`src/rtl/usb_trigger_generator_pkg.sv`:
```
// Shared definitions for the USB trigger generator.
//   state_e      : FSM state encoding (IDLE, DELAY, PULSE, GAP, DONE)
//   pMISSED_MAX  : saturation value of the missed-match counter
//   is_busy()    : true for the states that make up an active sequence
package usb_trigger_generator_pkg;

  typedef enum logic [2:0] {
    ST_IDLE  = 3'd0,
    ST_DELAY = 3'd1,
    ST_PULSE = 3'd2,
    ST_GAP   = 3'd3,
    ST_DONE  = 3'd4
  } state_e;

  localparam logic [7:0] pMISSED_MAX = 8'hFF;

  function automatic logic is_busy(input state_e s);
    return (s == ST_DELAY) || (s == ST_PULSE) || (s == ST_GAP);
  endfunction

endpackage

```
`src/rtl/usb_trigger_generator_counter.sv`:
```
// trig_down_counter: loadable down-counter used for the delay, the shared
// width/gap timer and the remaining pulse count.
//   clk, rst_n : clock, asynchronous active-low reset
//   load       : load load_val (has priority over dec)
//   load_val   : value to load
//   dec        : decrement by one (held at 0 if already 0)
//   zero       : the counter holds 1, so this decrement takes it to zero;
//                the FSM reloads or leaves on that cycle, so the flag is
//                high for a single cycle per load
module trig_down_counter #(
  parameter int pWIDTH = 8
) (
  input  logic              clk,
  input  logic              rst_n,
  input  logic              load,
  input  logic [pWIDTH-1:0] load_val,
  input  logic              dec,
  output logic              zero
);

  logic [pWIDTH-1:0] cnt_q;
  logic [pWIDTH-1:0] cnt_d;

  always_comb begin
    cnt_d = cnt_q;
    if (load) begin
      cnt_d = load_val;
    end else if (dec && (cnt_q != '0)) begin
      cnt_d = cnt_q - pWIDTH'(1);
    end
  end

  always_ff @(posedge clk or negedge rst_n) begin
    if (!rst_n) begin
      cnt_q <= '0;
    end else begin
      cnt_q <= cnt_d;
    end
  end

  assign zero = (cnt_q == pWIDTH'(1));

endmodule

```
`src/rtl/usb_trigger_generator.sv`:
```
// usb_trigger_generator: turns an accepted match pulse into a programmable
// trigger train (delay, then N pulses of set width separated by set gap).
//   trigger_clk, reset_n : clock, asynchronous active-low reset
//   I_arm                : arm level (already synchronised)
//   I_match              : single-cycle match pulse
//   I_delay/I_width/I_gap/I_count : sequence settings, latched on acceptance
//   O_trigger            : trigger output, straight from a flop
//   O_armed              : IDLE and armed (combinational)
//   O_busy               : sequence in progress
//   O_done               : sticky completion flag until disarm
//   O_missed             : saturating count of matches ignored while busy/done
module usb_trigger_generator
  import usb_trigger_generator_pkg::*;
#(
  parameter int pDELAY_WIDTH = 20,
  parameter int pPULSE_WIDTH = 17,
  parameter int pCOUNT_WIDTH = 4
) (
  input  logic                    trigger_clk,
  input  logic                    reset_n,
  input  logic                    I_arm,
  input  logic                    I_match,
  input  logic [pDELAY_WIDTH-1:0] I_delay,
  input  logic [pPULSE_WIDTH-1:0] I_width,
  input  logic [pPULSE_WIDTH-1:0] I_gap,
  input  logic [pCOUNT_WIDTH-1:0] I_count,
  output logic                    O_trigger,
  output logic                    O_armed,
  output logic                    O_busy,
  output logic                    O_done,
  output logic [7:0]              O_missed
);

  state_e                  state_q, state_d;
  logic [pPULSE_WIDTH-1:0] width_q, width_d;
  logic [pPULSE_WIDTH-1:0] gap_q, gap_d;
  logic [7:0]              missed_q, missed_d;
  logic                    trigger_q, busy_q, done_q;

  // Zero-valued width, gap and count settings behave as 1.
  logic [pPULSE_WIDTH-1:0] width_in, gap_in;
  logic [pCOUNT_WIDTH-1:0] count_in;
  assign width_in = (I_width == '0) ? pPULSE_WIDTH'(1) : I_width;
  assign gap_in   = (I_gap   == '0) ? pPULSE_WIDTH'(1) : I_gap;
  assign count_in = (I_count == '0) ? pCOUNT_WIDTH'(1) : I_count;

  logic                    dly_load, dly_dec, dly_zero;
  logic                    tmr_load, tmr_dec, tmr_zero;
  logic [pPULSE_WIDTH-1:0] tmr_val;
  logic                    cnt_load, cnt_dec, cnt_zero;

  trig_down_counter #(.pWIDTH(pDELAY_WIDTH)) u_delay (
    .clk(trigger_clk), .rst_n(reset_n), .load(dly_load), .load_val(I_delay),
    .dec(dly_dec), .zero(dly_zero)
  );

  // One timer serves both the high (width) and low (gap) phases.
  trig_down_counter #(.pWIDTH(pPULSE_WIDTH)) u_timer (
    .clk(trigger_clk), .rst_n(reset_n), .load(tmr_load), .load_val(tmr_val),
    .dec(tmr_dec), .zero(tmr_zero)
  );

  trig_down_counter #(.pWIDTH(pCOUNT_WIDTH)) u_count (
    .clk(trigger_clk), .rst_n(reset_n), .load(cnt_load), .load_val(count_in),
    .dec(cnt_dec), .zero(cnt_zero)
  );

  always_comb begin
    state_d  = state_q;
    width_d  = width_q;
    gap_d    = gap_q;
    missed_d = missed_q;
    dly_load = 1'b0;
    dly_dec  = 1'b0;
    tmr_load = 1'b0;
    tmr_dec  = 1'b0;
    tmr_val  = width_q;
    cnt_load = 1'b0;
    cnt_dec  = 1'b0;

    case (state_q)
      ST_IDLE: begin
        if (I_arm && I_match) begin
          width_d  = width_in;
          gap_d    = gap_in;
          dly_load = 1'b1;
          cnt_load = 1'b1;
          missed_d = '0;
          if (I_delay != '0) begin
            state_d = ST_DELAY;
          end else begin
            // No delay: the first pulse starts next cycle, so the timer
            // takes the live (mapped) width rather than the latched copy.
            state_d  = ST_PULSE;
            tmr_load = 1'b1;
            tmr_val  = width_in;
          end
        end
      end
      ST_DELAY: begin
        if (dly_zero) begin
          state_d  = ST_PULSE;
          tmr_load = 1'b1;
        end else begin
          dly_dec = 1'b1;
        end
      end
      ST_PULSE: begin
        if (tmr_zero) begin
          if (cnt_zero) begin
            state_d = ST_DONE;
          end else begin
            state_d  = ST_GAP;
            cnt_dec  = 1'b1;
            tmr_load = 1'b1;
            tmr_val  = gap_q;
          end
        end else begin
          tmr_dec = 1'b1;
        end
      end
      ST_GAP: begin
        if (tmr_zero) begin
          state_d  = ST_PULSE;
          tmr_load = 1'b1;
        end else begin
          tmr_dec = 1'b1;
        end
      end
      ST_DONE: begin
        if (!I_arm) begin
          state_d = ST_IDLE;
        end
      end
      default: state_d = ST_IDLE;
    endcase

    // Disarm during a sequence overrides every other transition, including
    // the end of the last pulse, so DONE is never reached on an abort.
    if (is_busy(state_q) && !I_arm) begin
      state_d = ST_IDLE;
    end

    if ((state_q != ST_IDLE) && I_match && (missed_q != pMISSED_MAX)) begin
      missed_d = missed_q + 8'd1;
    end
  end

  always_ff @(posedge trigger_clk or negedge reset_n) begin
    if (!reset_n) begin
      state_q   <= ST_IDLE;
      width_q   <= '0;
      gap_q     <= '0;
      missed_q  <= '0;
      trigger_q <= 1'b0;
      busy_q    <= 1'b0;
      done_q    <= 1'b0;
    end else begin
      state_q   <= state_d;
      width_q   <= width_d;
      gap_q     <= gap_d;
      missed_q  <= missed_d;
      // Outputs are registered from the next state so they line up with it.
      trigger_q <= (state_d == ST_PULSE);
      busy_q    <= is_busy(state_d);
      done_q    <= (state_d == ST_DONE);
    end
  end

  assign O_trigger = trigger_q;
  assign O_busy    = busy_q;
  assign O_done    = done_q;
  assign O_missed  = missed_q;
  // Held low while in reset so every output reads 0 then.
  assign O_armed   = reset_n && (state_q == ST_IDLE) && I_arm;

endmodule

```
`config.mk`:
```
export PLATFORM = sky130hd
export DESIGN_NAME = usb_trigger_generator
export DESIGN_NICKNAME = d
export VERILOG_FILES = /design/src/rtl/usb_trigger_generator_pkg.sv /design/src/rtl/usb_trigger_generator_counter.sv /design/src/rtl/usb_trigger_generator.sv
export SDC_FILE = /design/constraint.sdc
export NUM_CORES = 1
export LEC_CHECK = 0
export CORE_MARGIN = 3
export CORE_UTILIZATION = 45
export DETAILED_ROUTE_END_ITERATION = 10
export PLACE_DENSITY = 0.68
export RECOVER_POWER = 100
export REMOVE_ABC_BUFFERS = 1
export SLEW_MARGIN = 25
export SYNTH_ARGS = -nofsm -noshare
export SYNTH_HDL_FRONTEND = slang
export SYNTH_HIERARCHICAL = 1
export SYNTH_SLANG_ARGS = --single-unit
```
`constraint.sdc`:
```
create_clock -name trigger_clk -period 4.04 [get_ports trigger_clk]
set_input_delay 0.404 -clock trigger_clk [delete_from_list [all_inputs] [get_ports trigger_clk]]
set_output_delay 0.404 -clock trigger_clk [all_outputs]
set_load 0.05 [all_outputs]
```
-- After elaboration in Yosys (flattened, before gate mapping)
Cells that the tools add are included.
Widths: inputs -> output; s select.
- logic and storage cells: 97
- flip-flop bits (word level): 89
- input port bits: 62
- output and inout bits: 12
- reductions and logical operators: 31
- muxes and demuxes: 40
- eq/ne operators: 12
- add/sub/neg operators: 4
- operators with widths (operator ; number):
    $mux 17 ; 8
    $mux 20 ; 2
    $reduce_bool 20->1 ; 2
    $logic_not 17->1 ; 2
    $pmux 17 s2 ; 1
    $mux 8 ; 3
    $mux 3 ; 7
    $eq 20x1->1 const B ; 1
    $sub 20x1->20 const B ; 1
    $eq 17x1->1 const B ; 1
    $reduce_bool 17->1 ; 1
    $sub 17x1->17 const B ; 1
    $pmux 3 s5 ; 1
    $mux 1 ; 13
    $eq 3x2->1 const B ; 4
    $mux 4 ; 3
    $reduce_bool 2->1 ; 5
    $logic_and 1x1->1 ; 9
    $add 8x1->8 const B ; 1
    $ne 8x8->1 const B ; 1
    $eq 3x1->1 const B ; 2
    $eq 3x3->1 const B ; 2
    $eq 4x1->1 const B ; 1
    $logic_not 4->1 ; 1
    10 further kinds ; 14

-- Depth between registers and ports, before layout
Gate-level depths: netlist of run 1.
- depth after elaboration: 8
- depth in mapped cells: 15
- mapped depth without buffers: 11

-- Modules after synthesis
The synthesis of run 1 kept the hierarchy.
- by module, submodules not included (module ; area an instance (um2) ; cells an instance ; times used):
    usb_trigger_generator ; 2608.8 ; 299 ; 1
    trig_down_counter at u_delay ; 1272.5 ; 136 ; 1
    trig_down_counter at u_timer ; 1227.4 ; 148 ; 1
    trig_down_counter at u_count ; 282.8 ; 29 ; 1

-- Least setup slack after synthesis of run 1
OpenSTA, ideal clock, no wires.
- path kind: reg2reg
- start point: register u_timer.cnt_q[8]
- end point: register u_timer.cnt_q[1]
- data arrival time: 3.371 ns
- data required time: 3.893 ns
- stages on the path, launching flop included: 16
- path buffers: 5
- setup slack: 0.522 ns
- period minus slack after synthesis: 3.518 ns
- cells stage by stage: dfrtp_1 -> nor4_1 -> and4_1 -> buf_2 -> and2_1 -> and3b_1 -> clkbuf_1 -> and2_1 -> a21oi_2 -> buf_6 -> o21ai_0 -> clkbuf_1 -> clkbuf_1 -> nor2_1 -> o211ai_1 -> o311ai_0
- elaborated cells on any way between the ends: 12
- RTL lines (item ; RTL line ; source):
    from (decl) ; usb_trigger_generator_counter.sv:21 ; logic [pWIDTH-1:0] cnt_q;
    from (signal assigned) ; usb_trigger_generator_counter.sv:37 ; cnt_q <= cnt_d;
    $eq 17x1->1 (*) ; usb_trigger_generator_counter.sv:41 ; assign zero = (cnt_q == pWIDTH'(1));
    net tmr_zero ; usb_trigger_generator.sv:48 ; logic tmr_load, tmr_dec, tmr_zero;
    $mux 1, on equally long branches ; usb_trigger_generator.sv:123, usb_trigger_generator.sv:109 ;
    $pmux 1 s4 (*) ; usb_trigger_generator.sv:81 ; case (state_q)
    net tmr_load ; usb_trigger_generator.sv:48 ;
    $mux 17 / $reduce_bool 2->1 (equally long branches) ; - ;
The timed path passes the listed nets; every way through them passes the cells marked *.
A chain may end at the register's enable or synchronous reset.

-- Worst setup path in the final report of run 1
- start point: register u_timer.cnt_q[8]
- end point: register u_timer.cnt_q[14]
The elaborated chain is that of the path after synthesis.

==> results of run 1 <==
critical path: stages (launching register included):
cell and delay [ns]:
dfrtp_1 0.46, nor4_1 0.49, and4_1 0.31, and2_0 0.28, and3b_1 0.23, and2_1 0.31, a21oi_2 0.21, o21ai_0 0.20
clkinv_1 0.49, o311ai_0 0.24, o311ai_0 0.19
cells in the mapped netlist, types with 3 or more instances:
cell type  instances  area [sq um]
xor2_1             6          52.6
nor2_1            25          93.8
a2111o_1           4          45.0
nand4_1           11          68.8
buf_6              3          33.8
and4_1             3          26.3
nand4b_1           4          35.0
nor2b_1            3          18.8
a31oi_1            7          43.8
mux2i_1            4          40.0
dfrtp_1           89          2230
or3_1              4          25.0
and2_1             9          56.3
or4_1              7          52.6
or2_2             11          68.8
a211oi_1           5          37.5
nor3_1            13          65.1
buf_2              4          20.0
nand3_1           14          70.1
nor3b_1            9          67.6
xnor2_1            9          78.8
o311ai_0          10          87.6
or3_4              3          33.8
and3_1            21           131
buf_4              3          22.5
a221o_1           17           170
o21ai_0           21           105
clkbuf_1          22          82.6
or4_4              3          33.8
mux2_2             5          56.3
nor4_1            15          93.8
ha_1               8           100
a21oi_1           10          50.1
nand2_1          143           537
nor3_2             3          30.0
o211ai_1          14           105
inv_1             14          52.6
o31ai_1            4          30.0
o21ai_1            4          20.0
layer usage:
metal,GRT usage [%],vias up
li1,-,2374
met1,33.2,2374
met2,32.6,131
met3,2.19,14
met4,6.73,0
met5,0,-
power groups by stage:
stage / clock, uW / combinational, uW / sequential, uW
final: 871 / 1140 / 1460
after global routing: 926 / 1280 / 1500
after CTS: 889 / 1170 / 1450
after detailed placement: 0 / 1160 / 1470
after global placement: 0 / 1130 / 1450
after floorplan: 0 / 775 / 1460
through the flow:
step | utilization (%) | hold slack [ns] | setup TNS (ns) | setup slack (ns) | instances
after floorplan | - | 0.108 | -6.26 | -0.631 | 578
after global placement | 53.4 | 0.292 | 0 | 0.814 | 801
after detailed placement | 53.4 | 0.292 | 0 | 0.631 | 801
after CTS | 56.2 | 0.476 | 0 | 0.594 | 818
after global routing | 55.9 | 0.496 | 0 | 0.128 | 818
final | 55.9 | 0.474 | 0 | 0.456 | 818
state kept, by name, summed over array words and instances, names as in the netlist:
name / count
O_trigger: 1
O_missed: 8
width_q: 17
state_q: 3
O_done: 1
u_delay/cnt_q: 20
O_busy: 1
u_count/cnt_q: 4
u_timer/cnt_q: 17
gap_q: 17
cell type report:
| type | count | area, sq um |
|---|---|---|
| clock buffers | 9 | 225 |
| clock inverters | 7 | 83.8 |
| fillers | 1074 | 5100 |
| inverters | 17 | 63.8 |
| multi-input cells | 472 | 2910 |
| flip-flops and latches | 89 | 2230 |
| well taps | 143 | 179 |
| repair buffers | 81 | 781 |
worst min path at each step:
stage / start / endpoint / slack, ns / cells past startpoint
5_1_grt: gap_q[12]$_DFFE_PN0P_ / gap_q[12]$_DFFE_PN0P_ / 0.50 / 2
2_1_floorplan: reset_n / O_busy$_DFF_PN0_ / 0.11 / 0
3_3_place_gp: reset_n / u_timer/cnt_q[8]$_DFFE_PN0P_ / 0.29 / 1
3_5_place_dp: reset_n / u_timer/cnt_q[8]$_DFFE_PN0P_ / 0.29 / 1
4_1_cts: reset_n / u_timer/cnt_q[3]$_DFFE_PN0P_ / 0.48 / 2
6_report: gap_q[1]$_DFFE_PN0P_ / gap_q[1]$_DFFE_PN0P_ / 0.47 / 2
timing repair:
item | CTS | global route
setup endpoints to repair | 0 | 0
endpoints found under the hold margin | 16 | 0
hold buffers | 1 | 0
logic make-up (layout without fill, tap and decap cells):
logic type / Yosys count / count (layout) / synth area share, %
and+or+nand+nor: 315 / 315 / 30.6
AOI/OAI and AO/OA: 125 / 125 / 17.6
DFF: 89 / 89 / 41.3
buffers and inverters: 51 / 114 / 4.39
xor gates and xnor gates: 15 / 15 / 2.44
muxes: 9 / 9 / 1.79
adders and majority gates: 8 / 8 / 1.86
==> metrics.md, run 1 <==
| Metric | Value |
|---|---|
| Ys flop type | `dfrtp_1` |
| RePlAce Congestion | `0.905` |
| Initial antenna violation count | `0` |
| Met2 routed WL | `6.33 mm` |
| M1 WL | `7.00 mm` |
| Seq pwr share | `41.9%` |
| Comb pwr share | `33.0%` |
| Reg2Reg Setup Slack | `0.46 ns` |
| End of the critical path | `u_timer/cnt_q[14]$_DFFE_PN0P_` |
| Final Critical Period | `3.58 ns` |
| Dpl cell area | `0.00618 sq mm` |
| Clk slew on worst S/H paths | `0.07 ns` |
| DRC errors left | `0` |
| RSZ-0062 raised after global routing | `false` |
| Die H | `115 um` |
| Setup crit start | `u_timer/cnt_q[8]$_DFFE_PN0P_` |
| TritonCTS buffer count | `9` |
| Core area | `0.0116 sq mm` |
| Slew margin rel. | `-22.4%` |
| Yosys Warn Count | `6` |
| Most frequent cells in the layout | `nand2_1 (143), dfrtp_1 (89), clkdlybuf4s50_1 (60), nor2_1 (25), o21ai_0 (25)` |
| H-tree lvl count | `3` |
| Failing checks | `max-capacitance violations, max-slew violations` |
| Routed wl met3 | `509 um` |
| Die X | `115 um` |
| GRT Util Overall | `21.7%` |
| Root Buffer Master | `clkbuf_16` |
| Status | `finished with violations` |
| Clock net sink count | `89` |
| Period Utilization, post-route | `88.7%` |
| CP Capture Type | `flop` |
| Synth Instances | `612` |
| Pwr/cell area | `537 mW/mm^2` |
| Critical path required time | `4.23 ns` |
| Drt via density | `5.98` |
| IO Port Bufs | `73` |
| Aggregate global routing overflow | `0` |
| Vias | `4893` |
| Worst Hold Class | `reg -> reg` |
| Final count of hold timing violations | `0` |
| Clock Latency Late Sink | `0.34 ns` |
| Final net count | `740` |
| Final Slew Violations | `74` |
| Post-synth EDFFs | `0` |
| Initial cell density of the core | `46.6%` |
| R2R depth | `10` |
| Share of cells above drive strength 1 | `8.30%` |
| Post-CTS sizing | `0` |
| Maxcap violations | `1` |
| Clock skew | `0.00804 ns` |
| Largest net degree at the start of global routing | `74` |
| # Post-CTS Setup Buffers | `0` |
| Reg2reg end | `u_timer/cnt_q[14]$_DFFE_PN0P_` |
| Finish-stage setup viols | `0` |
| Die area | `0.0133 sq mm` |
| CP Data Arrival Time | `3.77 ns` |
| Routed len/inst | `17.2 um` |
| Register area share after synthesis | `41.3%` |
| Clock Tree Buf Depth | `2` |
| P_int | `2190 uW` |
| Row cnt | `39` |
| Post-synth ARST share | `100%` |
| Commonest non-fill, non-tap cell in the layout | `nand2_1` |
| Leakage | `0.00279 uW` |
| Design area | `0.00647 sq mm` |
| ANT cells | `0` |
| Post-synthesis area per instance | `8.81 sq um` |
| Post-route ant nets | `0` |
| Critical path peak fanout | `17` |
| Crit Path Category | `reg -> reg` |
| Detailed Routing Iterations Pass 1 | `5` |
| Count of cell types in the netlist | `75` |
| First-iteration detailed-routing DRC count | `433` |
| # IOs | `74` |
| Peak supply drop | `0.245 mV` |
| Clock tree from TritonCTS | `built` |
| Clock network power share | `25.1%` |
| Post-synthesis cell area | `0.00539 sq mm` |
| Critical path startpoint category | `flop` |
| Power, Total | `3470 uW` |
| Routed WL | `14.1 mm` |
| Net switching power | `1280 uW` |
| Area growth from synthesis to layout | `19.9%` |
| Hpwl dp | `10.0 mm` |
| Worst r2r src | `u_timer/cnt_q[8]$_DFFE_PN0P_` |
| First-pass GRT wire length | `23.4 mm` |
| Slew @ Worst Pin | `1.84 ns` |
| Number of global-route vias before repair | `4669` |
| Yosys reg bits | `89` |
| Fmax achieved | `279 MHz` |
| Top Metal Used | `met4` |
| Sw frac | `36.9%` |
No activity file was read; power rests on OpenSTA's default activity.
==> inputs of run 2 (changes only) <==
ABC_CLOCK_PERIOD_IN_PS = 4300   (was not set)
CTS_CLUSTER_SIZE = 40   (was not set)
clock period = 4.3 ns   (was 4.04 ns; I/O delays follow)
==> metrics.md, run 2 (synthesized netlist as in run 1, its figures left out) <==
| Metric | Value |
|---|---|
| Status | `finished with violations` |
| Failing checks | `max-capacitance violations, max-slew violations` |
| Largest net degree at the start of global routing | `62 (-16%)` |
| Reg2Reg Setup Slack | `0.53 ns (+0.07 ns)` |
| Worst path bufs/invs | `2 (+1)` |
| # IOs | `74 (unchanged)` |
| Aggregate global routing overflow | `0 (unchanged)` |
| Critical path startpoint category | `flop` |
| RePlAce Congestion | `0.891 (-1.6%)` |
| Hpwl dp | `10.0 mm (-0.37%)` |
| Crit path max-delay cell type | `a21oi_2` |
| CP max stage delay | `0.60 ns (+0.11 ns)` |
| Initial antenna violation count | `0 (unchanged)` |
| Leakage | `0.00277 uW (-0.56%)` |
| H-tree lvl count | `3 (unchanged)` |
| First-pass GRT wire length | `23.1 mm (-1.2%)` |
| Routed WL | `13.7 mm (-2.4%)` |
| Worst Hold Class | `reg -> reg` |
| Fin util | `55.7% (-0.19 points)` |
| Power, Total | `3200 uW (-7.9%)` |
| Clock Latency Late Sink | `0.35 ns (about the same)` |
| Pwr/cell area | `496 mW/mm^2 (-7.5%)` |
| Drt via density | `5.87 (-1.8%)` |
| M1 WL | `6.63 mm (-5.4%)` |
| Die area | `0.0133 sq mm (unchanged)` |
| Final Critical Period | `3.77 ns (+0.185 ns)` |
| Detailed Routing Iterations Pass 1 | `4 (-1)` |
| WHS | `0.463 ns (-0.0108 ns)` |
| DP Worst Slack | `0.781 ns (+0.150 ns)` |
| Top Metal Used | `met4` |
| Largest reg by FF count | `u_delay/cnt_q` |
| Clock net sink count | `89 (unchanged)` |
| Initial cell density of the core | `46.6% (unchanged)` |
| Slew margin rel. | `-10.6% (+12 points)` |
| CP Data Arrival Time | `4.03 ns (+0.26 ns)` |
| Routed len/inst | `16.8 um (-2.4%)` |
| Share of cells above drive strength 1 | `8.30% (unchanged)` |
| RSZ-0062 raised after global routing | `false` |
| Final Slew Violations | `131 (+77%)` |
| Core area | `0.0116 sq mm (unchanged)` |
| Number of global-route vias before repair | `4655 (-0.30%)` |
| Routed wl met3 | `604 um (+19%)` |
| CP Capture Type | `flop` |
| DRC errors left | `0 (unchanged)` |
| Critical path required time | `4.56 ns (+0.33 ns)` |
| First-iteration detailed-routing DRC count | `446 (+3.0%)` |
| Most frequent cells in the layout | `nand2_1 (143), dfrtp_1 (89), clkdlybuf4s50_1 (59), nor2_1 (25), o21ai_0 (23)` |
| Crit Path Category | `reg -> reg` |
| Finish-stage setup viols | `0 (unchanged)` |
| Die H | `115 um (unchanged)` |
| Vias | `4803 (-1.8%)` |
| Root Buffer Master | `clkbuf_16` |
| Post-route ant nets | `0 (unchanged)` |
| Commonest non-fill, non-tap cell in the layout | `nand2_1` |
| Critical path peak fanout | `32 (+15)` |
| Clock tree from TritonCTS | `built` |
| Row cnt | `39 (unchanged)` |
| Met2 routed WL | `6.18 mm (-2.4%)` |
| Clk slew on worst S/H paths | `0.07 ns (about the same)` |
| Slew @ Worst Pin | `1.66 ns (-0.177 ns)` |
| TritonCTS buffer count | `9 (unchanged)` |
| # Post-CTS Setup Buffers | `0 (unchanged)` |
| GRT Util Overall | `21.8% (+0.088 points)` |
| Crit-path cells | `nor4_1, and4_1, buf_4, and2_0, and3b_1, and2_1, a21oi_2, o21ai_1, clkbuf_2, or2_2, a2111o_1, o211ai_1` |
| Period Utilization, post-route | `87.7% (-1.1 points)` |
| Peak supply drop | `0.261 mV (+6.8%)` |
| ANT cells | `0 (unchanged)` |
| Clock skew | `0.00805 ns (+0.0000123 ns)` |
| IO Port Bufs | `73 (unchanged)` |
| Maxcap violations | `3 (+2)` |
| Final net count | `740 (unchanged)` |
| Total negative slack | `0 ns (unchanged)` |
| Max reg flops | `20 (unchanged)` |
| Area growth from synthesis to layout | `19.5%` |
| Die X | `115 um (unchanged)` |
| Setup WS post-layout | `0.531 ns (+0.0746 ns)` |
| CP top delay family | `simple AND/OR/NAND/NOR gates` |
| Clock Tree Buf Depth | `2 (unchanged)` |
| Fill cells | `1061 (-1.2%)` |
| Fmax achieved | `265 MHz (-4.9%)` |
| Final count of hold timing violations | `0 (unchanged)` |
## run 2: layout make-up
type                            count  area (sq um)  share of cell area (%)
Multi-Input combinational cell    472          2920                    45.3
Sequential cell                    89          2230                    34.6
Timing Repair Buffer               81           774                    12.0
Inverter                           17          63.8                   0.990
Clock buffer                        9           225                    3.50
Clock inverter                      7          56.3                   0.874
Tap cell                          143           179                    2.78
## run 2: metrics by stage
| stage | instances | instance area (sq um) |
|---|---|---|
| 2_1_floorplan | 578 | 5220 |
| 3_3_place_gp | 801 | 6180 |
| 3_5_place_dp | 801 | 6180 |
| 4_1_cts | 818 | 6470 |
| 5_1_grt | 818 | 6440 |
| 6_report | 818 | 6440 |
## run 2: worst paths after layout
path	start	end	depth (start not counted)
min	gap_q[6]$_DFFE_PN0P_	gap_q[6]$_DFFE_PN0P_	2
max reg2reg	u_timer/cnt_q[8]$_DFFE_PN0P_	u_timer/cnt_q[15]$_DFFE_PN0P_	12
min in group asynchronous	reset_n	u_timer/cnt_q[12]$_DFFE_PN0P_	2
max in group asynchronous	reset_n	width_q[11]$_DFFE_PN0P_	3
max	u_timer/cnt_q[8]$_DFFE_PN0P_	u_timer/cnt_q[15]$_DFFE_PN0P_	12
min reg2reg	gap_q[6]$_DFFE_PN0P_	gap_q[6]$_DFFE_PN0P_	2
## run 2: routing by layer
| metal | track usage [%] | vias to the layer above |
|---|---|---|
| li1 | - | 2367 |
| met1 | 32.7 | 2280 |
| met2 | 31.8 | 132 |
| met3 | 2.87 | 24 |
| met4 | 9.23 | 0 |
| met5 | 0 | - |
## run 2: worst register-to-register path: stages (launching register included)
cell and delay [ns]:
dfrtp_1 0.48, nor4_1 0.14, and4_1 0.16, buf_4 0.18, and2_0 0.23, and3b_1 0.22, and2_1 0.25, a21oi_2 0.60
o21ai_1 0.19, clkbuf_2 0.41, or2_2 0.40, a2111o_1 0.30, o211ai_1 0.11
## run 2: what timing repair did
action / in CTS / in global routing
hold buffers: 1 / 0
resized for setup: 0 / 0
endpoints found under the hold margin: 3 / 0
## run 2: where the power goes
group / switching [uW] / internal [uW] / total [uW]
sequential: 243 / 1130 / 1370
clock: 349 / 396 / 746
combinational: 610 / 474 / 1080
total: 1200 / 2000 / 3200
==> inputs of run 3 (changes only) <==
ABC_CLOCK_PERIOD_IN_PS = not set   (was 4300)
SKIP_CTS_REPAIR_TIMING = 1   (was not set)
==> metrics.md, run 3 (synthesized netlist as in run 1, its figures left out) <==
| Metric | Value |
|---|---|
| Routed WL | `13.7 mm (unchanged)` |
| Setup crit start | `u_timer/cnt_q[8]$_DFFE_PN0P_` |
| Fmax achieved | `266 MHz (+0.27%)` |
| Aggregate global routing overflow | `0 (unchanged)` |
| Slew @ Worst Pin | `1.67 ns (+0.0144 ns)` |
| DP Worst Slack | `0.781 ns (unchanged)` |
| Die X | `115 um (unchanged)` |
| Worst path bufs/invs | `2 (unchanged)` |
| Clock skew | `0.00614 ns (-0.00192 ns)` |
| Crit Path Category | `reg -> reg` |
| Final Slew Violations | `131 (unchanged)` |
| Final net count | `739 (-0.14%)` |
| Reg2reg end | `u_timer/cnt_q[15]$_DFFE_PN0P_` |
| Comb pwr share | `33.8% (about the same)` |
| Clock Latency Late Sink | `0.35 ns (about the same)` |
| Root Buffer Master | `clkbuf_16` |
| Fill cells | `1060 (-0.094%)` |
| IO Port Bufs | `73 (unchanged)` |
| Reg2Reg Setup Slack | `0.54 ns (about the same)` |
| Final count of hold timing violations | `0 (unchanged)` |
| Critical path peak fanout | `32 (unchanged)` |
| ANT cells | `0 (unchanged)` |
| Status | `finished with violations` |
| Post-route ant nets | `0 (unchanged)` |
| Sw frac | `37.6% (about the same)` |
| Die area | `0.0133 sq mm (unchanged)` |
| Row cnt | `39 (unchanged)` |
| R2R depth | `12 (unchanged)` |
| First-iteration detailed-routing DRC count | `391 (-12%)` |
| Initial cell density of the core | `46.6% (unchanged)` |
| Hpwl dp | `10.0 mm (unchanged)` |
| End of the critical path | `u_timer/cnt_q[15]$_DFFE_PN0P_` |
| Seq pwr share | `42.8% (about the same)` |
| Largest reg by FF count | `u_delay/cnt_q` |
| First-pass GRT wire length | `23.1 mm (about the same)` |
| Power, Total | `3200 uW (about the same)` |
| Setup WS post-layout | `0.541 ns (+0.0102 ns)` |
| Routed len/inst | `16.8 um (+0.12%)` |
| # IOs | `74 (unchanged)` |
| Peak supply drop | `0.262 mV (+0.15%)` |
| Core area | `0.0116 sq mm (unchanged)` |
| Largest net degree at the start of global routing | `62 (unchanged)` |
| RePlAce Congestion | `0.891 (unchanged)` |
| Net switching power | `1200 uW (about the same)` |
| Clock tree from TritonCTS | `built` |
| Most frequent cells in the layout | `nand2_1 (143), dfrtp_1 (89), clkdlybuf4s50_1 (59), nor2_1 (25), o21ai_0 (23)` |
| Worst Hold Class | `in -> async` |
| Final Critical Period | `3.76 ns (-0.0102 ns)` |
| Pwr/cell area | `497 mW/mm^2 (+0.13%)` |
| Initial antenna violation count | `0 (unchanged)` |
| Detailed Routing Iterations Pass 1 | `4 (unchanged)` |
| Number of global-route vias before repair | `4652 (-0.064%)` |
| Worst r2r src | `u_timer/cnt_q[8]$_DFFE_PN0P_` |
| Final cell count without fillers | `817 (-0.12%)` |
| H-tree lvl count | `3 (unchanged)` |
| CP max stage delay | `0.60 ns (about the same)` |
| GRT Util Overall | `21.8% (about the same)` |
| Crit path max-delay cell type | `a21oi_2` |
| Leakage | `0.00277 uW (-0.15%)` |
| P_int | `2000 uW (about the same)` |
| Clk slew on worst S/H paths | `0.07 ns (about the same)` |
| Placed cells | `801 (unchanged)` |
| CP Capture Type | `flop` |
| WHS | `0.455 ns (-0.00810 ns)` |
| Vias | `4819 (+0.33%)` |
| Finish-stage setup viols | `0 (unchanged)` |
| Clock Tree Buf Depth | `2 (unchanged)` |
| Failing checks | `max-capacitance violations, max-slew violations` |
| Critical path startpoint category | `flop` |
| Area growth from synthesis to layout | `19.3%` |
| Drt via density | `5.90 (+0.46%)` |
| Clock net sink count | `89 (unchanged)` |
| DRC errors left | `0 (unchanged)` |
| Crit-path cells | `nor4_1, and4_1, buf_4, and2_0, and3b_1, and2_1, a21oi_2, o21ai_1, clkbuf_2, or2_2, a2111o_1, o211ai_1` |
| Period Utilization, post-route | `87.4% (-0.24 points)` |
| RSZ-0062 raised after global routing | `false` |
| Clock network power share | `23.3% (about the same)` |
| Critical path required time | `4.56 ns (about the same)` |
| TritonCTS buffer count | `9 (unchanged)` |
| Max reg flops | `20 (unchanged)` |
| CP top delay family | `simple AND/OR/NAND/NOR gates` |
| CP Data Arrival Time | `4.02 ns (about the same)` |
| Slew margin rel. | `-11.6% (-0.96 points)` |
| Commonest non-fill, non-tap cell in the layout | `nand2_1` |
| Share of cells above drive strength 1 | `8.31% (+0.012 points)` |
| Maxcap violations | `3 (unchanged)` |
| Worst path depth | `12 (unchanged)` |
| Die H | `115 um (unchanged)` |
## run 3: cell count changes in the layout (fill, tap and decap cells not counted)
cell,delta
dlygate4sd3_1,-1
## run 3: power groups by stage
stage | logic [uW] | registers [uW] | clock network, uW
final | 1080 | 1370 | 746
after global placement | 1060 | 1360 | 0
after global routing | 1220 | 1410 | 797
after floorplan | 728 | 1370 | 0
after detailed placement | 1100 | 1380 | 0
after CTS | 1100 | 1370 | 762
## run 3: routing by layer
metal | part of all wire (%) | vias to the layer above | GRT usage (%)
met4 | 2.4 | 0 | 9.23
met1 | 48 | 2301 | 32.6
met2 | 45 | 124 | 31.8
met5 | 0 | - | 0
met3 | 4.6 | 27 | 2.87
li1 | - | 2367 | -
## run 3: area by class of cell
| type | instances | area [sq um] | area share (%) |
|---|---|---|---|
| timing repair buffer | 80 | 764 | 11.9 |
| tap | 143 | 179 | 2.78 |
| clock buffer | 9 | 225 | 3.50 |
| inverter | 17 | 63.8 | 0.992 |
| sequential | 89 | 2230 | 34.6 |
| multi-input combinational | 472 | 2920 | 45.4 |
| clock inverter | 7 | 56.3 | 0.875 |
## run 3: worst min path at each step
stage	cells after the start	to	slack (ns)
after floorplan	0	O_busy$_DFF_PN0_	0.13
after global placement	1	u_timer/cnt_q[12]$_DFFE_PN0P_	0.38
after detailed placement	1	u_timer/cnt_q[8]$_DFFE_PN0P_	0.38
after CTS	1	u_timer/cnt_q[12]$_DFFE_PN0P_	-0.005
after global routing	2	width_q[6]$_DFFE_PN0P_	0.50
final	1	u_timer/cnt_q[12]$_DFFE_PN0P_	0.45
## run 3: stage by stage
step           util, %  area, sq um  setup TNS [ns]
5_1_grt           55.6         6430               0
3_3_place_gp      53.4         6180               0
6_report          55.6         6430               0
2_1_floorplan        -         5220           -3.14
4_1_cts           55.9         6460               0
3_5_place_dp      53.4         6180               0
